===== config.mk =====
export PLATFORM = sky130hd
export DESIGN_NAME = biu_arb_flat
export DESIGN_NICKNAME = d
export VERILOG_FILES = /design/src/rtl/biu_arb_if.sv /design/src/rtl/biu_arb.sv /design/src/flat_wrapper.sv
export SDC_FILE = /design/constraint.sdc
export NUM_CORES = 1
export LEC_CHECK = 0
export ABC_CLOCK_PERIOD_IN_PS = 3300
export CAP_MARGIN = 20
export CORE_AREA = 2 2 109 111
export CTS_BUF_LIST = sky130_fd_sc_hd__clkbuf_8
export CTS_CLUSTER_SIZE = 16
export DETAILED_ROUTE_END_ITERATION = 7
export DIE_AREA = 0 0 111 113
export GPL_TIMING_DRIVEN = 0
export PLACE_DENSITY = 0.62
export SKIP_LAST_GASP = 1
export SLEW_MARGIN = 20
export SYNTH_ARGS = -nofsm -noshare
export SYNTH_HDL_FRONTEND = slang
export SYNTH_SLANG_ARGS = --single-unit

===== constraint.sdc =====
create_clock -name clk -period 3.3 [get_ports clk]
set_clock_uncertainty 0.15 [all_clocks]
set_input_delay 0.495 -clock clk [delete_from_list [all_inputs] [get_ports clk]]
set_output_delay 0.495 -clock clk [all_outputs]
set_load 0.05 [all_outputs]

===== src/rtl/biu_arb_if.sv =====
// Bundle of the fetch, load/store and bus handshake signals around biu_arb.
// Pure wiring: no logic and no added latency.
// slave = arbiter-side view, master = the surrounding cores and bus.
interface biu_arb_if #(
  parameter int AW = 32,
  parameter int DW = 32
);
  logic            if_req_vld;
  logic            if_req_rdy;
  logic [AW-1:0]   if_req_pc;
  logic            if_rsp_vld;
  logic            if_rsp_rdy;
  logic [DW-1:0]   if_rsp_ir;

  logic            ls_req_vld;
  logic            ls_req_rdy;
  logic            ls_req_cmd;
  logic [AW-1:0]   ls_req_addr;
  logic [DW-1:0]   ls_req_wdata;
  logic [DW/8-1:0] ls_req_strb;
  logic            ls_rsp_vld;
  logic            ls_rsp_rdy;
  logic [DW-1:0]   ls_rsp_data;

  logic            bus_req_vld;
  logic            bus_req_rdy;
  logic            bus_req_cmd;
  logic [AW-1:0]   bus_req_addr;
  logic [DW-1:0]   bus_req_wdata;
  logic [DW/8-1:0] bus_req_strb;
  logic            bus_rsp_vld;
  logic            bus_rsp_rdy;
  logic [DW-1:0]   bus_rsp_data;

  modport slave (
    input  if_req_vld, if_req_pc, if_rsp_rdy,
    output if_req_rdy, if_rsp_vld, if_rsp_ir,
    input  ls_req_vld, ls_req_cmd, ls_req_addr, ls_req_wdata, ls_req_strb, ls_rsp_rdy,
    output ls_req_rdy, ls_rsp_vld, ls_rsp_data,
    input  bus_req_rdy, bus_rsp_vld, bus_rsp_data,
    output bus_req_vld, bus_req_cmd, bus_req_addr, bus_req_wdata, bus_req_strb, bus_rsp_rdy
  );

  modport master (
    output if_req_vld, if_req_pc, if_rsp_rdy,
    input  if_req_rdy, if_rsp_vld, if_rsp_ir,
    output ls_req_vld, ls_req_cmd, ls_req_addr, ls_req_wdata, ls_req_strb, ls_rsp_rdy,
    input  ls_req_rdy, ls_rsp_vld, ls_rsp_data,
    output bus_req_rdy, bus_rsp_vld, bus_rsp_data,
    input  bus_req_vld, bus_req_cmd, bus_req_addr, bus_req_wdata, bus_req_strb, bus_rsp_rdy
  );
endinterface


===== src/rtl/biu_arb.sv =====
// Fetch + load/store arbiter onto one bus port, in-order response routing via a source-ID FIFO.
// Latency: 0 cycles on both request and response paths (combinational pass-through).
// Backpressure: stalled grant is locked until accepted; requests blocked when OST_DEPTH outstanding;
// responses stall (never drop) when the target master is not ready or nothing is outstanding.
// BIU_ARB_RR_EN defined: round-robin arbitration; undefined: load/store has fixed priority.
module biu_arb #(
  parameter int AW        = 32,
  parameter int DW        = 32,
  parameter int OST_DEPTH = 4
) (
  input  logic clk,
  input  logic rst,
  biu_arb_if.slave io
);
  localparam int PW = $clog2(OST_DEPTH);
  localparam int CW = PW + 1;
  localparam logic [CW-1:0] FULL_CNT = CW'(OST_DEPTH);
  localparam logic BUS_CMD_READ = 1'b0;

  typedef enum logic {IDLE, LOCK} state_t;

  state_t        state_q, state_d;
  logic          gnt_q, gnt_d;     // 0 = fetch, 1 = load/store
  logic          gnt;
  logic          req_vld;
  logic          rsp_rdy;
  logic          push, pop, full, empty, head;
  logic [PW-1:0] wr_ptr_q, rd_ptr_q;
  logic [CW-1:0] cnt_q;
  logic          id_mem [OST_DEPTH];

`ifdef BIU_ARB_RR_EN
  logic          rr_pri_q;         // master favoured on a tie, 1 = load/store
`endif

  assign full  = (cnt_q == FULL_CNT);
  assign empty = (cnt_q == '0);
  assign head  = id_mem[rd_ptr_q];

  // Arbitration and next state: choose a master in IDLE, hold the registered one in LOCK.
  always_comb begin
    state_d = state_q;
    gnt_d   = gnt_q;
    gnt     = gnt_q;
    if (state_q == IDLE) begin
`ifdef BIU_ARB_RR_EN
      gnt = (io.if_req_vld && io.ls_req_vld) ? rr_pri_q : io.ls_req_vld;
`else
      gnt = io.ls_req_vld;
`endif
    end
    req_vld = !rst && !full && (gnt ? io.ls_req_vld : io.if_req_vld);
    if (state_q == IDLE) begin
      if (req_vld && !io.bus_req_rdy) begin
        state_d = LOCK;
        gnt_d   = gnt;
      end
    end else begin
      if (req_vld && io.bus_req_rdy) state_d = IDLE;
    end
  end

  // Request FSM state and locked grant.
  always_ff @(posedge clk) begin
    if (rst) begin
      state_q <= IDLE;
      gnt_q   <= 1'b0;
    end else begin
      state_q <= state_d;
      gnt_q   <= gnt_d;
    end
  end

`ifdef BIU_ARB_RR_EN
  // Hand priority to the other master after every accepted bus request.
  always_ff @(posedge clk) begin
    if (rst)       rr_pri_q <= 1'b1;
    else if (push) rr_pri_q <= ~gnt;
  end
`endif

  // Request side: granted master drives the bus; only it may see ready.
  assign io.bus_req_vld   = req_vld;
  assign io.bus_req_cmd   = gnt ? io.ls_req_cmd   : BUS_CMD_READ;
  assign io.bus_req_addr  = gnt ? io.ls_req_addr  : io.if_req_pc;
  assign io.bus_req_wdata = gnt ? io.ls_req_wdata : '0;
  assign io.bus_req_strb  = gnt ? io.ls_req_strb  : '0;
  assign io.if_req_rdy    = !rst && !full && !gnt && io.bus_req_rdy;
  assign io.ls_req_rdy    = !rst && !full &&  gnt && io.bus_req_rdy;

  // Response side: the oldest outstanding source ID picks the destination.
  assign rsp_rdy          = !rst && !empty && (head ? io.ls_rsp_rdy : io.if_rsp_rdy);
  assign io.bus_rsp_rdy   = rsp_rdy;
  assign io.if_rsp_vld    = !rst && !empty && !head && io.bus_rsp_vld;
  assign io.ls_rsp_vld    = !rst && !empty &&  head && io.bus_rsp_vld;
  assign io.if_rsp_ir     = io.bus_rsp_data;
  assign io.ls_rsp_data   = io.bus_rsp_data;

  assign push = req_vld && io.bus_req_rdy;
  assign pop  = io.bus_rsp_vld && rsp_rdy;

  // ID FIFO pointers and occupancy; reset discards anything outstanding.
  always_ff @(posedge clk) begin
    if (rst) begin
      wr_ptr_q <= '0;
      rd_ptr_q <= '0;
      cnt_q    <= '0;
    end else begin
      if (push) wr_ptr_q <= wr_ptr_q + PW'(1);
      if (pop)  rd_ptr_q <= rd_ptr_q + PW'(1);
      if (push && !pop)      cnt_q <= cnt_q + CW'(1);
      else if (pop && !push) cnt_q <= cnt_q - CW'(1);
    end
  end

  // ID FIFO storage: record which master issued each accepted request.
  always_ff @(posedge clk) begin
    if (push) id_mem[wr_ptr_q] <= gnt;
  end
endmodule

===== src/flat_wrapper.sv =====
// flat-port wrapper written by rule: the top's interface ports become plain ports
module biu_arb_flat 
#(
  parameter int AW        = 32,
  parameter int DW        = 32,
  parameter int OST_DEPTH = 4
)
  (clk, rst, io_if_req_vld, io_if_req_pc, io_if_rsp_rdy, io_if_req_rdy, io_if_rsp_vld, io_if_rsp_ir, io_ls_req_vld, io_ls_req_cmd, io_ls_req_addr, io_ls_req_wdata, io_ls_req_strb, io_ls_rsp_rdy, io_ls_req_rdy, io_ls_rsp_vld, io_ls_rsp_data, io_bus_req_rdy, io_bus_rsp_vld, io_bus_rsp_data, io_bus_req_vld, io_bus_req_cmd, io_bus_req_addr, io_bus_req_wdata, io_bus_req_strb, io_bus_rsp_rdy);
  biu_arb_if #(.AW(AW), .DW(DW)) io_i ();
  input  logic clk;
  input  logic rst;
  input wire logic [$bits(io_i.if_req_vld)-1:0] io_if_req_vld;
  input wire logic [$bits(io_i.if_req_pc)-1:0] io_if_req_pc;
  input wire logic [$bits(io_i.if_rsp_rdy)-1:0] io_if_rsp_rdy;
  output wire logic [$bits(io_i.if_req_rdy)-1:0] io_if_req_rdy;
  output wire logic [$bits(io_i.if_rsp_vld)-1:0] io_if_rsp_vld;
  output wire logic [$bits(io_i.if_rsp_ir)-1:0] io_if_rsp_ir;
  input wire logic [$bits(io_i.ls_req_vld)-1:0] io_ls_req_vld;
  input wire logic [$bits(io_i.ls_req_cmd)-1:0] io_ls_req_cmd;
  input wire logic [$bits(io_i.ls_req_addr)-1:0] io_ls_req_addr;
  input wire logic [$bits(io_i.ls_req_wdata)-1:0] io_ls_req_wdata;
  input wire logic [$bits(io_i.ls_req_strb)-1:0] io_ls_req_strb;
  input wire logic [$bits(io_i.ls_rsp_rdy)-1:0] io_ls_rsp_rdy;
  output wire logic [$bits(io_i.ls_req_rdy)-1:0] io_ls_req_rdy;
  output wire logic [$bits(io_i.ls_rsp_vld)-1:0] io_ls_rsp_vld;
  output wire logic [$bits(io_i.ls_rsp_data)-1:0] io_ls_rsp_data;
  input wire logic [$bits(io_i.bus_req_rdy)-1:0] io_bus_req_rdy;
  input wire logic [$bits(io_i.bus_rsp_vld)-1:0] io_bus_rsp_vld;
  input wire logic [$bits(io_i.bus_rsp_data)-1:0] io_bus_rsp_data;
  output wire logic [$bits(io_i.bus_req_vld)-1:0] io_bus_req_vld;
  output wire logic [$bits(io_i.bus_req_cmd)-1:0] io_bus_req_cmd;
  output wire logic [$bits(io_i.bus_req_addr)-1:0] io_bus_req_addr;
  output wire logic [$bits(io_i.bus_req_wdata)-1:0] io_bus_req_wdata;
  output wire logic [$bits(io_i.bus_req_strb)-1:0] io_bus_req_strb;
  output wire logic [$bits(io_i.bus_rsp_rdy)-1:0] io_bus_rsp_rdy;
  assign io_i.if_req_vld = io_if_req_vld;
  assign io_i.if_req_pc = io_if_req_pc;
  assign io_i.if_rsp_rdy = io_if_rsp_rdy;
  assign io_if_req_rdy = io_i.if_req_rdy;
  assign io_if_rsp_vld = io_i.if_rsp_vld;
  assign io_if_rsp_ir = io_i.if_rsp_ir;
  assign io_i.ls_req_vld = io_ls_req_vld;
  assign io_i.ls_req_cmd = io_ls_req_cmd;
  assign io_i.ls_req_addr = io_ls_req_addr;
  assign io_i.ls_req_wdata = io_ls_req_wdata;
  assign io_i.ls_req_strb = io_ls_req_strb;
  assign io_i.ls_rsp_rdy = io_ls_rsp_rdy;
  assign io_ls_req_rdy = io_i.ls_req_rdy;
  assign io_ls_rsp_vld = io_i.ls_rsp_vld;
  assign io_ls_rsp_data = io_i.ls_rsp_data;
  assign io_i.bus_req_rdy = io_bus_req_rdy;
  assign io_i.bus_rsp_vld = io_bus_rsp_vld;
  assign io_i.bus_rsp_data = io_bus_rsp_data;
  assign io_bus_req_vld = io_i.bus_req_vld;
  assign io_bus_req_cmd = io_i.bus_req_cmd;
  assign io_bus_req_addr = io_i.bus_req_addr;
  assign io_bus_req_wdata = io_i.bus_req_wdata;
  assign io_bus_req_strb = io_i.bus_req_strb;
  assign io_bus_rsp_rdy = io_i.bus_rsp_rdy;
  biu_arb #(.AW(AW), .DW(DW), .OST_DEPTH(OST_DEPTH)) u_core (.clk(clk), .rst(rst), .io(io_i));
endmodule

After elaboration in Yosys (flattened, before gate mapping). Memories as Yosys holds them, arrays and structs flattened. A register that Yosys moved wholly into a read port is not among the register bits. Cells that the tools add are included.

Add/subtract/negate cells: 4. Equal/unequal tests: 1. Mux-type cells: 16. Bitwise operators: 1. Reduce and logical (&&, ||, !) cells: 28.

Operators with widths (number): $mux 32 (2); $logic_and 1x1->1 (17); $mux 1 (9); $logic_not 1->1 (8); $mux 3 (2); $add 2x1->2 const B (2); $mux 2 (2); $mux 4 (1); $add 3x1->3 const B (1); $eq 3x3->1 const B (1); $logic_not 3->1 (1); $sub 3x1->3 const B (1); $reduce_and 2->1 (1); $reduce_bool 2->1 (1); $not 1->1 (1).

Flip-flop bits (word level): 9. RAM bits: 4. Input port bits: 141. Output and inout port bits: 139. Logic and storage cells: 56. Memories: 1.

Memory list: u_core.id_mem (depth 4, width 1, read ports 1, clocked after memory_dff 1, wr ports 1, line biu_arb.sv:30) `logic id_mem [OST_DEPTH];`.

Logic depth before layout (Yosys ltp).
Depth after elaboration: 9. Mapped depth: 9. Gate-level depth less buffers: 9.

Worst setup path after synthesis. No wires, ideal clock.

Path kind: reg2reg. Start: register (tool-made name). End: register u_core.cnt_q[2]. Setup time: 0.070 ns. Arrival time: 2.402 ns. Data required time: 3.080 ns. Setup slack: 0.677 ns. Cell stages (with the launch flop): 10. Path buffers: 0. Period minus slack after synthesis: 2.623 ns. Cells stage by stage: dfxtp_1 -> mux4_2 -> mux2_4 -> nand2_2 -> ha_1 -> inv_1 -> fa_1 -> xor2_1 -> or3_1 -> a21oi_1.

RTL lines: to (signal assigned) (line biu_arb.sv:111) `if (push && !pop) cnt_q <= cnt_q + CW'(1);`; to (signal assigned) (line biu_arb.sv:112) `else if (pop && !push) cnt_q <= cnt_q - CW'(1);`; to (decl) (line biu_arb.sv:29) `logic [CW-1:0] cnt_q;`.

Final worst setup path.
Start: input io_ls_req_vld. End: output io_bus_req_wdata[11].

Cells in the longest elaborated chain, start to end: 2.

RTL lines: from (decl) (line flat_wrapper.sv:18) `input wire logic [$bits(io_i.ls_req_vld)-1:0] io_ls_req_vld;`; $mux 1 (line biu_arb.sv:45) `if (state_q == IDLE) begin`; $mux 32 (line biu_arb.sv:86) `assign io.bus_req_wdata = gnt ? io.ls_req_wdata : '0;`; to (decl) (line flat_wrapper.sv:33) `output wire logic [$bits(io_i.bus_req_wdata)-1:0] io_bus_req_wdata;`.

Every way passes these cells.

==> results.py <==
metrics = {
    "power": {
        "switching_share_pct": 49.7,
        "power_density_mw_per_mm2": 313,
        "p_int_w": 0.000719,
        "report.power.total_w": 0.00143,
        "pwr-share-seq_pct": 15.4,
        "power_frac_comb_pct": 74.3,
        "power_leakage_nw": 1.93,
        "pwr-share-clk_pct": 10.3,
        "vdd_drop_max_uv": 136,
        "p_sw_w": 0.000711,
    },
    "yosys": {
        "synth_async_sr_flop_share_pct": 0,
        "ys_types": 34,
        "synth_xor_area_share_pct": 0.927,
        "synth_edf_count": 4,
        "synth_simple_gate_area_share_pct": 20.8,
        "synthAdderAreaFrac_pct": 4.37,
        "netlist.area_leader.share_pct": 25.4,
        "yosys_warnings": 0,
        "ys_top_cells_by_area": "buf_4 (25%), mux2_2 (18%), nor2b_1 (12%)",
        "seq_area_frac_synth_pct": 18.0,
        "ys_ff_latch": 15,
        "synth_top_family_by_area": "buffers and inverters",
        "yosys-mux-area-fraction_pct": 24.4,
        "synth_most_common_cell": "buf_4",
        "avgSynthCellArea_um2": 8.79,
        "syn-num-nets": 362,
        "ys.flop_type": "dfxtp_1",
        "synthTopCellsByCount": "buf_4 (64), nor2b_1 (37), mux2_2 (31)",
        "synth_top_area_cell": "buf_4",
        "synthCells": 215,
        "syn_area_mm2": 0.00189,
        "synth-compound-area-share_pct": 2.91,
    },
    "min_path": {
        "hold_path_class": "register to register",
    },
    "setup_path": {
        "crit_type": "input pin to output port",
        "endpoint_kind": "output port",
        "crit_path_max_fanout": 10,
        "startpoint_type": "input pin",
        "required_ns": 2.65,
        "crit_arrival_ns": 2.51,
    },
    "clock_tree": {
        "cts_tree": "yes",
        "cts.sinks": 15,
        "ctsHtreeMaxLevel": 1,
        "cts_root_buffer": "clkbuf_8",
        "max-clock-path-buffers": 2,
        "numCtsBuffers": 3,
        "insertion_delay_ns": 0.25,
        "clk_pin_slew_worst_paths_ns": 0.06,
        "postCtsHoldBufs": 0,
    },
    "route": {
        "drtIter0Drc": 41,
        "wire_per_inst_um": 14.8,
        "viasPerCell": 3.82,
        "antenna_left": 0,
        "vias": 2329,
        "wl_um": 9020,
        "first_pass_iters": 4,
        "drc": 0,
    },
    "die": {
        "core-area_mm2": 0.0113,
        "row_count": 39,
        "die_h_um": 113,
        "boundaryPins": 280,
        "fp.dieW_um": 111,
        "initial_core_util_pct": 16.8,
        "dieArea_mm2": 0.0125,
    },
    "timing": {
        "final_hold_viol_count": 0,
        "min_period_ns": 3.15,
        "clock.fmax_mhz": 317,
        "finalSetupViolCount": 0,
        "rsz0062_at_grt": "no",
        "relSlewSlack_pct": 60.9,
        "fin_setup_tns_ns": 0,
        "drv_slew": 0,
        "fin_crit_sh_pct": 95.5,
        "worst_pin_slew_ns": 0.585,
    },
    "grt": {
        "grt_antenna_before_repair": 0,
        "overflow": 0,
        "grt_pass1_vias": 2443,
        "grt_pass1_wl_um": 13100,
        "grtUsageTotal_pct": 13.0,
        "grt_max_degree": 11,
    },
    "layout": {
        "area_growth_pct": 141,
        "n_antenna_cell": 0,
        "drive_above_1_share_pct": 24.5,
        "final_nets": 614,
    },
    "placement": {
        "gp_congestion": 0.814,
        "portBuffers": 247,
        "hpwl_um": 8190,
    },
    "run": {
        "drv_cap": 0,
    },
    "status": {
        "status": "finished clean",
    },
}
## through the flow
| stage | setup WS, ns | instance area [um^2] | util (%) | hold slack (ns) | instances |
|---|---|---|---|---|---|
| 6_report | 0.147 | 4560 | 40.5 | 0.305 | 609 |
| 5_1_grt | 0.0493 | 4560 | 40.5 | 0.339 | 609 |
| 4_1_cts | 0.00234 | 4560 | 40.4 | 0.311 | 609 |
| 3_5_place_dp | -0.450 | 4540 | 40.3 | 0.302 | 605 |
| 3_3_place_gp | -0.472 | 4540 | 40.3 | 0.297 | 605 |
| 2_1_floorplan | 0.677 | 1890 | - | 0.278 | 215 |
## metal layers
metal  vias up  GRT usage (%)  part of all wire [%]
met5         -              0                     0
met4         0           2.83                   1.6
li1       1145              -                     -
met1      1034           13.0                    34
met3        10           4.82                    11
met2       140           25.5                    53
## kinds of logic (layout without fill, tap and decap cells)
kind of cell / after synthesis / count (layout)
simple gates: 65 / 65
xor+xnor: 2 / 2
buf+inv: 78 / 329
mux: 40 / 40
fa+ha+maj: 6 / 6
compound gates: 9 / 9
flops: 15 / 15
## power by group through the flow
stage	logic (W)	registers, W	clock network, W
6_report	0.00106	0.000220	0.000148
5_1_grt	0.00111	0.000223	0.000161
4_1_cts	0.00107	0.000221	0.000151
3_5_place_dp	0.00110	0.000224	0
3_3_place_gp	0.00109	0.000222	0
2_1_floorplan	0.000692	0.000220	0
## final cells by class
class	instances	area, um^2
Timing Repair Buffer	247	2430
Fill cell	1099	6710
Inverter	6	23.8
Multi-Input combinational cell	122	1020
Buffer	72	519
Tap cell	143	179
Clock inverter	1	5.00
Sequential cell	15	340
Clock buffer	3	41.3
## worst max-delay path, cell delays in order
cell and delay [ns]:
clkdlybuf4s50_1 0.57, mux2i_4 0.16, clkbuf_2 0.22, nor2b_1 0.21, clkdlybuf4s50_1 0.85
## what timing repair did
action / CTS / global route
endpoints found under the setup margin: 71 / 21
resized for setup: 35 / 5
buffers inserted: 0 / 0
## final timing paths
check	startpoint	end	slack [ns]	cells after the start
max reg2reg	u_core.id_mem[0]	u_core.cnt_q[2]	0.54	9
max	io_ls_req_vld	io_bus_req_wdata[11]	0.15	5
min	u_core.rd_ptr_q[1]	u_core.rd_ptr_q[1]	0.30	1
min reg2reg	u_core.rd_ptr_q[1]	u_core.rd_ptr_q[1]	0.30	1
## layout by cell type (no fill, tap or decap), types with 4 or more instances in the layout
master and instances:
clkdlybuf4s50_1 213, edfxtp_1 4, inv_1 5, nor2b_1 37, and3_1 4, a21oi_1 4
mux2i_1 5, dfxtp_1 11, buf_4 64, clkbuf_2 4, mux2_2 31, dlygate4sd2_1 33
ha_1 5, nor2_1 8
Note: power is estimated with default switching activity, not from simulation.
==> patch 1, RTL diff (config.mk and constraints unchanged) <==
`OST_DEPTH` is set to 4 in 2 places; all go to 16.
--- a/src/rtl/biu_arb.sv
+++ b/src/rtl/biu_arb.sv
@@ -6,7 +6,7 @@
 module biu_arb #(
   parameter int AW        = 32,
   parameter int DW        = 32,
-  parameter int OST_DEPTH = 4
+  parameter int OST_DEPTH = 16
 ) (
   input  logic clk,
   input  logic rst,
--- a/src/flat_wrapper.sv
+++ b/src/flat_wrapper.sv
@@ -3,7 +3,7 @@
 #(
   parameter int AW        = 32,
   parameter int DW        = 32,
-  parameter int OST_DEPTH = 4
+  parameter int OST_DEPTH = 16
 )
   (clk, rst, io_if_req_vld, io_if_req_pc, io_if_rsp_rdy, io_if_req_rdy, io_if_rsp_vld, io_if_rsp_ir, io_ls_req_vld, io_ls_req_cmd, io_ls_req_addr, io_ls_req_wdata, io_ls_req_strb, io_ls_rsp_rdy, io_ls_req_rdy, io_ls_rsp_vld, io_ls_rsp_data, io_bus_req_rdy, io_bus_rsp_vld, io_bus_rsp_data, io_bus_req_vld, io_bus_req_cmd, io_bus_req_addr, io_bus_req_wdata, io_bus_req_strb, io_bus_rsp_rdy);
   biu_arb_if #(.AW(AW), .DW(DW)) io_i ();
Function: changed (a bounded check fails within 10 cycles, from zero or initial values and one cycle with rst high).
==> patch 1 against the original RTL <==
- sequential cell count is 20 higher
- routed wire length is 42% higher
- via count is 30% higher
- area after synthesis is 54% higher
- worst setup slack worse by 0.14 ns
- cell area is 28% higher
- maximum frequency is 4.2% lower
- count of clock-buffer cells in the layout is 2 higher
- sequential power is 130% higher
- synthesized cell count is 45% higher
- total power is 50% higher
- critical path type is now reg2reg
- largest power group unchanged
==> patch 1: results <==
group,metric,value,unit
status,outcome,"finished, final reports clean",
routing,wl_met2,5779,microns
synth,synthTopCellsByCount,"buf_4 (65), nor2b_1 (38), mux2_2 (32), nor2_1 (29), dfxtp_1 (19)",
synth,synth-adder-area-share,4.987,%
power_and_ir_drop,leakagePower,0.002548,uW
timing,tightest_slew,0.7040,ns
final_layout,fill_cells,1048,
synth,synth.distinct_cells,40,
critical_path,startpoint_type,"register",
critical_path,r2r_cells,15,
critical_path,cp_top_family,"multiplexers",
global_route,grt_pass1_wl,18600,microns
critical_path,worstPathMaxFanout,6,
critical_path,max_stage_delay,0.53,ns
synth,synth_edf_count,16,
clocking,h-tree-depth,2,
global_route,grt_pass1_vias,3163,
global_route,grt_usage,19.36,%
critical_path,crit_path_end,"u_core.cnt_q[4]",
placement,preCtsSetupSlack,-0.6431,ns
routing,route.met3.wl,1298,microns
final_layout,drive_above_1_share,24.57,%
critical_path,cp_slowest_cell,"mux4_2",
clocking,cts_buffers,5,
final_layout,postLayoutCellArea,5829,sq um
global_route,grt.met3_usage,6.642,%
synth,postSynthAreaPerCell,9.328,sq um
clocking,ctsResizeCount,50,
clocking,clock_latency,0.29,ns
power_and_ir_drop,ir_worst_vdd,0.2051,mV
routing,via_count,3027,
synth,synthMuxAreaShare,19.95,%
synth,syn_nets,464,
placement,place_hpwl,11050,microns
## patch 1: area by class of cell
| type | instances | share of cell area [%] |
|---|---|---|
| Antenna cell | 2 | 0.08586 |
| Clock inverter | 3 | 0.8156 |
| Timing Repair Buffer | 258 | 43.70 |
| Multi-Input combinational cell | 190 | 26.27 |
| Tap cell | 143 | 3.069 |
| Sequential cell | 35 | 14.81 |
| Inverter | 11 | 0.7512 |
| Clock buffer | 5 | 1.181 |
| Buffer | 76 | 9.315 |
## patch 1: worst min-delay path by stage
stage | cells after the start | slack (ns) | start | endpoint
finish | 1 | 0.31 | u_core.rd_ptr_q[3] | u_core.rd_ptr_q[3]
global route | 1 | 0.35 | u_core.rd_ptr_q[3] | register
CTS | 1 | 0.31 | u_core.rd_ptr_q[3] | u_core.rd_ptr_q[3]
detailed placement | 1 | 0.30 | u_core.rd_ptr_q[3] | register
global placement | 1 | 0.30 | u_core.rd_ptr_q[3] | u_core.rd_ptr_q[3]
floorplan | 1 | 0.28 | u_core.rd_ptr_q[3] | register
==> patch 2, RTL diff (same flow settings) <==
Without the edit above. Add a define of `BIU_ARB_RR_EN`.
--- a/src/rtl/biu_arb.sv
+++ b/src/rtl/biu_arb.sv
@@ -3,6 +3,8 @@
 // Backpressure: stalled grant is locked until accepted; requests blocked when OST_DEPTH outstanding;
 // responses stall (never drop) when the target master is not ready or nothing is outstanding.
 // BIU_ARB_RR_EN defined: round-robin arbitration; undefined: load/store has fixed priority.
+`define BIU_ARB_RR_EN
+
 module biu_arb #(
   parameter int AW        = 32,
   parameter int DW        = 32,
Check against the original RTL: not equivalent (a bounded check fails within 4 cycles, from zero or initial values and one cycle with rst high).
==> patch 2 against the original RTL <==
- sequential cell count rose by 1
- maximum frequency fell by 0.73%
- area after synthesis rose by 0.93%
- routed wire length fell by 3.8%
- via count fell by 0.21%
- worst setup slack got worse by 0.023 ns
- cell count rose by 1.1%
- combinational power barely moved
- critical path depth rose by 2
- first-iteration DRC count rose by 4.9%
- total power rose by 2.8%
- cell area fell by 2.4%
==> patch 2: results <==
group,metric,value,unit
synth,syn_nets,367,
power_and_ir_drop,p_clk,175,uW
placement,place.gp.congestion,0.8246,
synth,synth.distinct_cells,26,
synth,synthTopCellsByCount,"buf_4 (64), and2_1 (38), mux2_2 (33), dfxtp_1 (12), inv_1 (7)",
routing,wl,8680,microns
status,outcome,"finished, final reports clean",
timing,whs,0.3051,ns
routing,dr.first_iter.drc_count,43,
clocking,root_buffer,"clkbuf_8",
synth,postSynthAreaPerCell,8.667,sq um
synth,async_flop_share,0,%
synth,synth_edf_count,4,
global_route,grt_usage,12.50,%
timing,slew_headroom,62.97,%
final_layout,fill_cells,1158,
placement,post_dp_cell_area,4558,sq um
critical_path,crit_arrival,2.53,ns
synth,seq_area_frac_synth,18.90,%
synth,synth-adder-area-share,4.331,%
critical_path,cp_top_family,"buffers and inverters",
synth,synth-xor-area-share,0.9186,%
global_route,grt_max_degree,14,
final_layout,drive_above_1_share,33.62,%
synth,synth-compound-area-share,3.609,%
clocking,cts.clk_slew.worst_paths,0.06,ns
power_and_ir_drop,ir_worst_vdd,0.2221,mV
synth,yosys_warnings,0,
power_and_ir_drop,p_switching,733.9,uW
placement,place_inst,610,
synth,synthMuxAreaShare,23.82,%
critical_path,cp_slowest_cell,"dlygate4sd2_1",
synth,synth.area.top_cells,"buf_4 (25%), mux2_2 (19%), dfxtp_1 (13%)",
timing,fin_ws,0.1238,ns
placement,preCtsSetupSlack,-0.5155,ns
global_route,grt_pass1_vias,2374,
min_path,hp-class,"reg2reg",
final_layout,stdcell_count,616,
critical_path,max_stage_delay,0.54,ns
placement,place_hpwl,7772,microns
critical_path,r2r_slack,0.54,ns
routing,via_count,2324,
clocking,post_cts_buffers,2,
power_and_ir_drop,leakagePower,0.001986,uW
clocking,ctsResizeCount,94,
global_route,grt_pass1_wl,12560,microns
routing,first_pass_iters,4,
critical_path,worstPathMaxFanout,10,
patch 2: cell types whose count changed after synthesis, moves of 2 or more:
cell and change:
and2_1 +38, o21ai_0 +4, nand2_1 +5, nor2b_1 -35, o21ai_1 -2, inv_1 +2, mux2_2 +2, nand2b_1 -3
nor2_1 -2
patch 2: cells by family (layout without fill, tap and decap cells):
group / Yosys count / after routing
and+or+nand+nor: 66 / 66
xor gates and xnor gates: 2 / 2
DFF: 16 / 16
buffers and inverters: 79 / 332
AOI/OAI and AO/OA: 11 / 11
muxes: 40 / 40
adders and majority gates: 6 / 6
patch 2: metal layers:
| layer | GRT usage, % | share of wire [%] | vias up |
|---|---|---|---|
| li1 | - | - | 1167 |
| met1 | 13.46 | 36 | 1027 |
| met2 | 24.62 | 55 | 117 |
| met3 | 3.214 | 7.6 | 13 |
| met4 | 2.500 | 1.3 | 0 |
| met5 | 0 | 0 | - |
patch 2: final cells by class:
| class | count | share of cell area (%) |
|---|---|---|
| multi-input combinational | 125 | 22.88 |
| timing repair buffer | 249 | 51.60 |
| tap | 143 | 4.019 |
| clock buffer | 4 | 1.237 |
| sequential | 16 | 8.094 |
| buffer | 72 | 11.58 |
| inverter | 7 | 0.5902 |
patch 2: worst paths after layout:
check                     startpoint                  end  cells after the start
hold reg to reg   u_core.rd_ptr_q[1]   u_core.rd_ptr_q[1]                      1
setup / recovery       io_ls_req_vld  io_bus_req_wdata[5]                      7
setup reg to reg    u_core.id_mem[3]      u_core.cnt_q[2]                      9
hold / removal    u_core.rd_ptr_q[1]   u_core.rd_ptr_q[1]                      1
patch 2: stage by stage:
stage	TNS, ns	power, uW	util, %
floorplan	0	944.1	-
global placement	-27.64	1355	40.44
detailed placement	-31.00	1360	40.44
CTS	-0.01650	1493	40.67
global route	0	1533	39.49
finish	0	1470	39.49
